$ cat src/rtl/mem_access_pkg.sv
// Shared types and lane helpers for the load/store front end.
// Size codes, FSM states and the byte-lane merge/extract functions.
package mem_access_pkg;

    localparam logic [1:0] SIZE_BYTE = 2'b00;
    localparam logic [1:0] SIZE_HALF = 2'b01;
    localparam logic [1:0] SIZE_WORD = 2'b10;

    typedef enum logic [1:0] {
        ST_IDLE,
        ST_RD,
        ST_WR,
        ST_RESP
    } state_t;

    // Illegal size code counts as a bad access just like misalignment
    function automatic logic isMisaligned(
        input logic [1:0] size,
        input logic [1:0] lane
    );
        logic bad;
        case (size)
            SIZE_BYTE: bad = 1'b0;
            SIZE_HALF: bad = lane[0];
            SIZE_WORD: bad = (lane != 2'b00);
            default:   bad = 1'b1;
        endcase
        return bad;
    endfunction

    function automatic logic [31:0] storeMerge(
        input logic [31:0] oldWord,
        input logic [31:0] wdata,
        input logic [1:0]  size,
        input logic [1:0]  lane
    );
        logic [31:0] w;
        w = oldWord;
        case (size)
            SIZE_BYTE: w[{lane, 3'b000} +: 8] = wdata[7:0];
            SIZE_HALF: w[{lane[1], 4'b0000} +: 16] = wdata[15:0];
            default:   w = wdata;
        endcase
        return w;
    endfunction

    function automatic logic [31:0] loadExtract(
        input logic [31:0] word,
        input logic [1:0]  size,
        input logic [1:0]  lane,
        input logic        isUnsigned
    );
        logic [7:0]  b;
        logic [15:0] h;
        logic [31:0] r;
        b = word[{lane, 3'b000} +: 8];
        h = word[{lane[1], 4'b0000} +: 16];
        case (size)
            SIZE_BYTE: r = isUnsigned ? {24'b0, b} : {{24{b[7]}}, b};
            SIZE_HALF: r = isUnsigned ? {16'b0, h} : {{16{h[15]}}, h};
            SIZE_WORD: r = word;
            default:   r = '0;
        endcase
        return r;
    endfunction

endpackage

$ cat src/rtl/mem_byte_lane.sv
// Combinational byte-lane steering between memory words and requests.
// Produces the read-modify-write word and the extended load value.
module mem_byte_lane
    import mem_access_pkg::*;
(
    input  logic [31:0] oldWord,
    input  logic [31:0] storeData,
    input  logic [1:0]  size,
    input  logic [1:0]  lane,
    input  logic        isUnsigned,
    output logic [31:0] mergedWord,
    output logic [31:0] loadValue
);

    // Both results depend only on the word currently read from memory
    always_comb begin
        mergedWord = storeMerge(oldWord, storeData, size, lane);
        loadValue  = loadExtract(oldWord, size, lane, isUnsigned);
    end

endmodule

$ cat src/rtl/mem_access_unit.sv
// Load/store front end for the word-addressed asynchronous DataMemory.
// Optional range check: define MEM_ACCESS_BOUNDS_CHECK_EN.
module mem_access_unit
    import mem_access_pkg::*;
#(
    parameter int ADDR_W    = 32,
    parameter int MEM_WORDS = 32
) (
    input  logic              clk,
    input  logic              reset,
    input  logic              reqValid,
    output logic              reqReady,
    input  logic              reqWrite,
    input  logic [1:0]        reqSize,
    input  logic              reqUnsigned,
    input  logic [ADDR_W-1:0] reqAddr,
    input  logic [31:0]       reqWdata,
    output logic [31:0]       memAddr,
    output logic [31:0]       memData,
    output logic              memReadFlag,
    output logic              memWriteFlag,
    input  logic [31:0]       memRdata,
    output logic              respValid,
    output logic              respErr,
    output logic [31:0]       loadData
);

`ifdef MEM_ACCESS_BOUNDS_CHECK_EN
    localparam bit boundsEn = 1'b1;
`else
    localparam bit boundsEn = 1'b0;
`endif

    state_t      state;
    state_t      nextState;
    logic        rWrite;
    logic        rUnsigned;
    logic [1:0]  rSize;
    logic [1:0]  rLane;
    logic [31:0] rWdata;
    logic        accept;
    logic        beyondMem;
    logic        reqErr;
    logic [31:0] mergedWord;
    logic [31:0] loadValue;

    assign beyondMem = (reqAddr >> 2) >= ADDR_W'(MEM_WORDS);
    assign reqErr    = isMisaligned(reqSize, reqAddr[1:0])
                     | (boundsEn & beyondMem);
    assign accept    = reqValid & reqReady;

    mem_byte_lane uLane (
        .oldWord    (memRdata),
        .storeData  (rWdata),
        .size       (rSize),
        .lane       (rLane),
        .isUnsigned (rUnsigned),
        .mergedWord (mergedWord),
        .loadValue  (loadValue)
    );

    // State register; reset drops the memory enables without a clock
    always_ff @(posedge clk or posedge reset) begin
        if (reset) state <= ST_IDLE;
        else       state <= nextState;
    end

    // Next state plus enables decoded purely from the state register
    always_comb begin
        nextState    = state;
        reqReady     = 1'b0;
        memReadFlag  = 1'b0;
        memWriteFlag = 1'b0;
        respValid    = 1'b0;
        unique case (state)
            ST_IDLE: begin
                reqReady = 1'b1;
                if (accept) begin
                    if (reqErr)
                        nextState = ST_RESP;
                    else if (!reqWrite || reqSize != SIZE_WORD)
                        nextState = ST_RD;
                    else
                        nextState = ST_WR;
                end
            end
            ST_RD: begin
                memReadFlag = 1'b1;
                nextState   = rWrite ? ST_WR : ST_RESP;
            end
            ST_WR: begin
                memWriteFlag = 1'b1;
                nextState    = ST_RESP;
            end
            ST_RESP: begin
                respValid = 1'b1;
                nextState = ST_IDLE;
            end
            default: nextState = ST_IDLE;
        endcase
    end

    // Request capture, RMW word build and response result registers
    always_ff @(posedge clk or posedge reset) begin
        if (reset) begin
            rWrite    <= 1'b0;
            rUnsigned <= 1'b0;
            rSize     <= SIZE_BYTE;
            rLane     <= 2'b00;
            rWdata    <= '0;
            memAddr   <= '0;
            memData   <= '0;
            respErr   <= 1'b0;
            loadData  <= '0;
        end else begin
            if (accept) begin
                rWrite    <= reqWrite;
                rUnsigned <= reqUnsigned;
                rSize     <= reqSize;
                rLane     <= reqAddr[1:0];
                rWdata    <= reqWdata;
                memAddr   <= 32'(reqAddr >> 2);
                if (reqWrite) memData <= reqWdata;
                if (reqErr) begin
                    respErr  <= 1'b1;
                    loadData <= '0;
                end
            end
            if (state == ST_RD) begin
                if (rWrite) begin
                    memData <= mergedWord;
                end else begin
                    respErr  <= 1'b0;
                    loadData <= loadValue;
                end
            end
            if (state == ST_WR) begin
                respErr  <= 1'b0;
                loadData <= '0;
            end
        end
    end

endmodule

$ cat config.mk
export PLATFORM = sky130hd
export DESIGN_NAME = mem_access_unit
export DESIGN_NICKNAME = d
export VERILOG_FILES = /design/src/rtl/mem_access_pkg.sv /design/src/rtl/mem_byte_lane.sv /design/src/rtl/mem_access_unit.sv
export SDC_FILE = /design/constraint.sdc
export NUM_CORES = 1
export LEC_CHECK = 0
export ABC_AREA = 0
export BUFFER_PORTS_ARGS = -buffer_cell sky130_fd_sc_hd__buf_4
export CAP_MARGIN = 20
export CORE_MARGIN = 2
export CORE_UTILIZATION = 35
export DETAILED_ROUTE_END_ITERATION = 7
export SYNTH_ARGS = -nofsm -noshare
export SYNTH_HDL_FRONTEND = slang
export SYNTH_SLANG_ARGS = --single-unit
$ cat constraint.sdc
create_clock -name clk -period 5.7 [get_ports clk]
set_input_delay 0.57 -clock clk [delete_from_list [all_inputs] [get_ports clk]]
set_output_delay 0.57 -clock clk [all_outputs]
set_load 0.02 [all_outputs]
After elaboration in Yosys (flattened, before gate mapping)
Index checks and enable logic that the tools add are counted.
{ "op_classes": {"addsub": 2, "n_eq_ne": 9, "shift": 6, "n_mux": 30, "bitwise": 1, "reduce_logical": 6} }
{ "op_table": {"columns": ["op", "n"], "rows": [
  ["two-way mux 32 bit", 11],
  ["case mux 32 bit (3 select lines)", 1],
  ["bitwise mux 32 bit", 2],
  ["case mux 32 bit (2 select lines)", 1],
  ["variable shift 16 x 7 -> 32 bit, first input constant", 1],
  ["variable shift 8 x 7 -> 32 bit, first input constant", 1],
  ["variable part select 16 x 7 -> 32 bit", 1],
  ["variable part select 32 x 6 -> 16 bit", 1],
  ["variable part select 32 x 6 -> 8 bit", 1],
  ["variable part select 8 x 7 -> 32 bit", 1],
  ["negator 5 -> 7 bit", 2],
  ["two-way mux 1 bit", 10],
  ["== test 2 bit, second input constant", 4],
  ["case mux 2 bit (4 select lines)", 1],
  ["== test 2 x 1 -> 1 bit, second input constant", 3],
  ["zero test 2 bit", 3],
  ["two-way mux 2 bit", 3],
  ["!= test 2 bit, second input constant", 2],
  ["case mux 1 bit (3 select lines)", 1],
  ["nonzero test 2 bit", 1],
  ["bitwise AND 1 bit", 1],
  ["zero test 1 bit", 1],
  ["logical OR 1 bit", 1]
]} }
{ "totals": {"ff_bits": 135, "input_bits": 103, "out_inout_bits": 101, "wordCells": 64} }

Longest topological paths before layout
{ "logic_depth": {"ltp_word": 7, "ltp_mapped": 9, "depth_no_buf": 6} }

Modules after synthesis
A second synthesis with hierarchy kept.
{ "unflattened": {"hier_cells": 656, "hier_area_um2": 7382.1} }
{ "by_module_without_submodules": {"columns": ["module", "instances", "cells_per_inst", "area_per_inst_um2", "seq_area_each_um2"], "rows": [
  ["mem_access_unit", 1, 393, 5476.5, 3378.2],
  ["mem_byte_lane", 1, 263, 1905.6, 0.0]
]} }

Least setup slack after synthesis
OpenSTA, ideal clock, no wires.
{ "synth_timing": {"kind": "register to register", "start": "register rLane[0]", "end": "register memData[15]", "setup_ps": 86, "arrival_time_ps": 1931, "required_ps": 5614, "path_slack_ps": 3684, "stages_incl_launch_ff": 9, "n_path_buf": 2, "synth_period_minus_slack_ps": 2016, "cell_sequence": "dfrtp_1 > buf_2 > inv_1 > ha_1 > or3b_2 > clkbuf_1 > o22ai_1 > nand2_1 > a32oi_1"} }
{ "synth_between": {"elab_chain_len": 6, "word_cells_on_any_way": 7, "cone_classes": "1 x add/sub; 2 x shift; 4 x mux"} }
{ "synth_lines": {"columns": ["element", "line_no", "text"], "rows": [
  ["start: declaration", "mem_access_unit.sv:39", "logic [1:0] rLane;"],
  ["start signal: assignment", "mem_access_unit.sv:120", "rLane <= reqAddr[1:0];"],
  ["negator 5 -> 7 bit (*)", "mem_access_pkg.sv:40", "SIZE_BYTE: w[{lane, 3'b000} +: 8] = wdata[7:0];"],
  ["variable part select 8 x 7 -> 32 bit / variable shift 8 x 7 -> 32 bit (equally long branches)", "mem_access_pkg.sv:40", null],
  ["bitwise mux 32 bit (*)", "mem_access_pkg.sv:40", null],
  ["case mux 32 bit (2 select lines) (*)", "mem_access_pkg.sv:39", "case (size)"],
  ["two-way mux 32 bit (*)", "mem_access_unit.sv:130", "if (rWrite) begin"],
  ["two-way mux 32 bit (*)", "mem_access_unit.sv:129", "if (state == ST_RD) begin"],
  ["end signal: assignment", "mem_access_unit.sv:123", "if (reqWrite) memData <= reqWdata;"],
  ["end signal: assignment", "mem_access_unit.sv:131", "memData <= mergedWord;"],
  ["end: declaration", "mem_access_unit.sv:19", "output logic [31:0] memData,"]
]} }
Every way passes the cells marked *; elsewhere a longest branch is shown, timed or not.
A chain may end at the register's enable or synchronous reset.

Worst setup path in the final report
{ "layout_timing": {"start": "register rLane[0]", "end": "register memData[30]"} }
The elaborated chain is that of the path after synthesis.

==> impl_metrics.json <==
{
  "yosysSeqAreaShare_pct": 48.8,
  "dieArea_um2": 20900,
  "worstSetupPathType": "reg2reg",
  "track_usage_pct": 22.9,
  "layout-drive-gt1-share_pct": 39.6,
  "worstHoldPathType": "in2async",
  "syn_inst": 656,
  "grt_max_degree": 73,
  "synth_edf_count": 0,
  "p_leak_uw": 0.00410,
  "start_util_pct": 35.7,
  "tns_ns": 0,
  "synth_async_sr_flop_share_pct": 100,
  "peakVddDrop_uv": 290,
  "postCtsSetupBuffers": 0,
  "period_needed_ns": 2.73,
  "power_density_nw_per_um2": 626,
  "fmaxAchievable_mhz": 366,
  "grt_pass1_wl_um": 35600,
  "yosys.area.top_type": "dfrtp_1",
  "ant_nets": 0,
  "io_buffer_count": 201,
  "maxCapViolations": 0,
  "status": "complete, no violations",
  "rows": 51,
  "instances_no_fill": 1108,
  "ys.flop_type": "dfrtp_1",
  "grt_remaining_overflow": 0,
  "worst_pin_slew_ns": 0.937,
  "min_period_over_period_pct": 47.9,
  "die_w_um": 145,
  "clock_sinks": 135,
  "final-seq-area_um2": 3380,
  "slew_violations": 0,
  "cp-start-kind": "register",
  "syn-mean-instance-area_um2": 10.5,
  "fin_ws_ns": 2.97,
  "pin_count": 204,
  "path_max_fanout": 22,
  "cts-root-buf": "clkbuf_16",
  "multi_input_area_um2": 3240,
  "place_ws_ns": 3.06,
  "rsz0062_at_grt": "false",
  "synth_cell_types": 48,
  "die_h_um": 145,
  "first_global_vias": 6006,
  "tritoncts": "built",
  "fillers": 1902,
  "synthDominantCellAreaShare_pct": 48.8,
  "cts-hold-fix-buffers": 0,
  "ys_ff_latch": 135,
  "cts.clk_slew.worst_paths_ns": 0.06,
  "synthTopCellsByArea": "dfrtp_1 49%, mux2_2 13%, nand2_1 6.5%, a221oi_1 4.4%, a31oi_1 2.9%",
  "finish.utilization_pct": 47.5,
  "drc": 0,
  "clk_path_buf_depth": 2,
  "clk-insertion-delay-late_ns": 0.43,
  "n_antenna_cell": 0,
  "nets": 943,
  "vias_per_cell": 5.60,
  "hold_violations": 0,
  "drt_iter0_drc": 500,
  "avgRoutedWirePerCell_um": 21.5,
  "ys.warnings.count": 0,
  "fin_skew_ns": 0.00773,
  "h-tree-depth": 4,
  "syn2layout_area_growth_pct": 33.1,
  "arrival_ns": 3.07,
  "num_vias": 6201,
  "dp_cells": 1077,
  "numCtsBuffers": 17,
  "antenna_found_initial": 0,
  "drt_wl_total_um": 23800,
  "cp.required_ns": 6.04,
  "post_cts_resized": 0,
  "drt_pre_antenna_iters": 5,
  "dp_hpwl_um": 16800,
  "syn_area_um2": 6920,
  "maxSlewHeadroom_pct": 37.5,
  "gp_congestion": 0.897,
  "setup_viol": 0,
  "core_um2": 19400,
  "end_kind": "register"
}
==> final timing paths <==
path                                        startpoint                       to  slack (ns)  cells past startpoint
worst max-delay path              rLane[0]$_DFFE_PP0P_    memData[30]$_DFF_PP0_        2.97                      6
worst min-delay path                             reset   memAddr[0]$_DFFE_PP0P_        0.25                      2
worst max register to register    rLane[0]$_DFFE_PP0P_    memData[30]$_DFF_PP0_        2.97                      6
worst min register to register  loadData[10]$_DFF_PP0_   loadData[10]$_DFF_PP0_        0.50                      1
max in group asynchronous                        reset    loadData[4]$_DFF_PP0_        4.16                      3
min in group clk                           reqAddr[13]  memAddr[11]$_DFFE_PP0P_        0.37                      2
==> cells by family after synthesis <==
family                     synth area share (%)
DFF                                        48.8
AOI/OAI and AO/OA                          18.5
and+or+nand+nor                            11.7
muxes                                      14.8
buffers and inverters                      4.50
adders and majority gates                  1.63
other                                    0.0542
==> cells in the mapped netlist, types with 2 or more instances <==
cell / number
nand3_1: 12
a211oi_2: 2
mux2i_1: 9
ha_1: 9
o2bb2ai_1: 5
o21ai_0: 15
nand2_1: 119
o22ai_1: 8
nor2_1: 10
nand2b_1: 4
and4_1: 2
clkbuf_1: 31
buf_4: 4
dfrtp_1: 135
a221oi_1: 35
and2_1: 3
a41oi_1: 5
a21oi_1: 24
inv_1: 15
a32oi_1: 21
nor2b_1: 19
or3b_2: 2
mux2_2: 77
buf_2: 18
o21a_1: 6
a31oi_1: 32
mux4_2: 3
a221o_1: 7
a22oi_1: 5
==> stage by stage <==
step,instance area (um^2),hold slack (ns),total power [uW]
6_report,9210,0.247,5760
5_1_grt,9210,0.305,6090
4_1_cts,9210,0.280,5770
3_5_place_dp,8590,0.482,4610
3_3_place_gp,8590,0.483,4560
2_1_floorplan,6920,0.472,3540
==> sequential cells by signal, indices dropped and copies added (netlist names) <==
register / cells
loadData: 32
memAddr: 30
memData: 32
rLane: 2
rSize: 2
rUnsigned: 1
rWdata: 32
rWrite: 1
respErr: 1
state: 2
==> final cells by class <==
type	count	share of cell area [%]
Tap cell	265	3.60
Inverter	16	0.707
Clock buffer	20	5.07
Multi-Input combinational cell	451	35.2
Timing Repair Buffer	210	17.1
Clock inverter	11	1.62
Sequential cell	135	36.7
==> report_power, final <==
group	internal [uW]	total [uW]	switching, uW
clock network	719	1150	433
registers	1430	1860	434
logic	1200	2750	1550
==> cells in the final DEF, fill, tap and decap left out, types with 2 or more instances in the layout <==
cell / Yosys / routed
nand2b_1: 4 / 4
a21oi_1: 24 / 24
o22ai_1: 8 / 8
a22oi_1: 5 / 5
clkbuf_8: 0 / 3
dfrtp_1: 135 / 135
conb_1: 1 / 2
a32oi_1: 21 / 21
nor2_1: 10 / 9
nor2b_1: 19 / 19
a221oi_1: 35 / 35
a221o_1: 7 / 7
and4_1: 2 / 2
ha_1: 9 / 9
a41oi_1: 5 / 5
clkbuf_16: 0 / 17
o2bb2ai_1: 5 / 5
mux2i_1: 9 / 9
a211oi_2: 2 / 2
mux4_2: 3 / 3
or3b_2: 2 / 2
bufinv_16: 0 / 3
o21ai_0: 15 / 15
buf_4: 4 / 210
a31oi_1: 32 / 32
inv_1: 15 / 14
mux2_2: 77 / 77
clkinvlp_4: 0 / 6
nand3_1: 12 / 11
o21a_1: 6 / 6
and2_1: 3 / 2
nand2_1: 119 / 118
==> critical path: stages, from the launching register on <==
cell	delay [ns]
dfrtp_1	0.86
inv_1	0.27
ha_1	0.41
nor2b_1	0.43
nand4b_1	0.15
a221o_1	0.37
a32oi_1	0.16
==> layer usage <==
metal  vias up  GRT usage [%]  wire [um]  part of all wire (%)
li1       2774              -          -                     -
met5         -              0          0                     0
met2       345           33.7      10400                    44
met3        41           8.08       2530                    11
met4         0           6.85        526                   2.2
met1      3041           31.7      10400                    44
No activity file was read; power rests on OpenSTA's default activity.
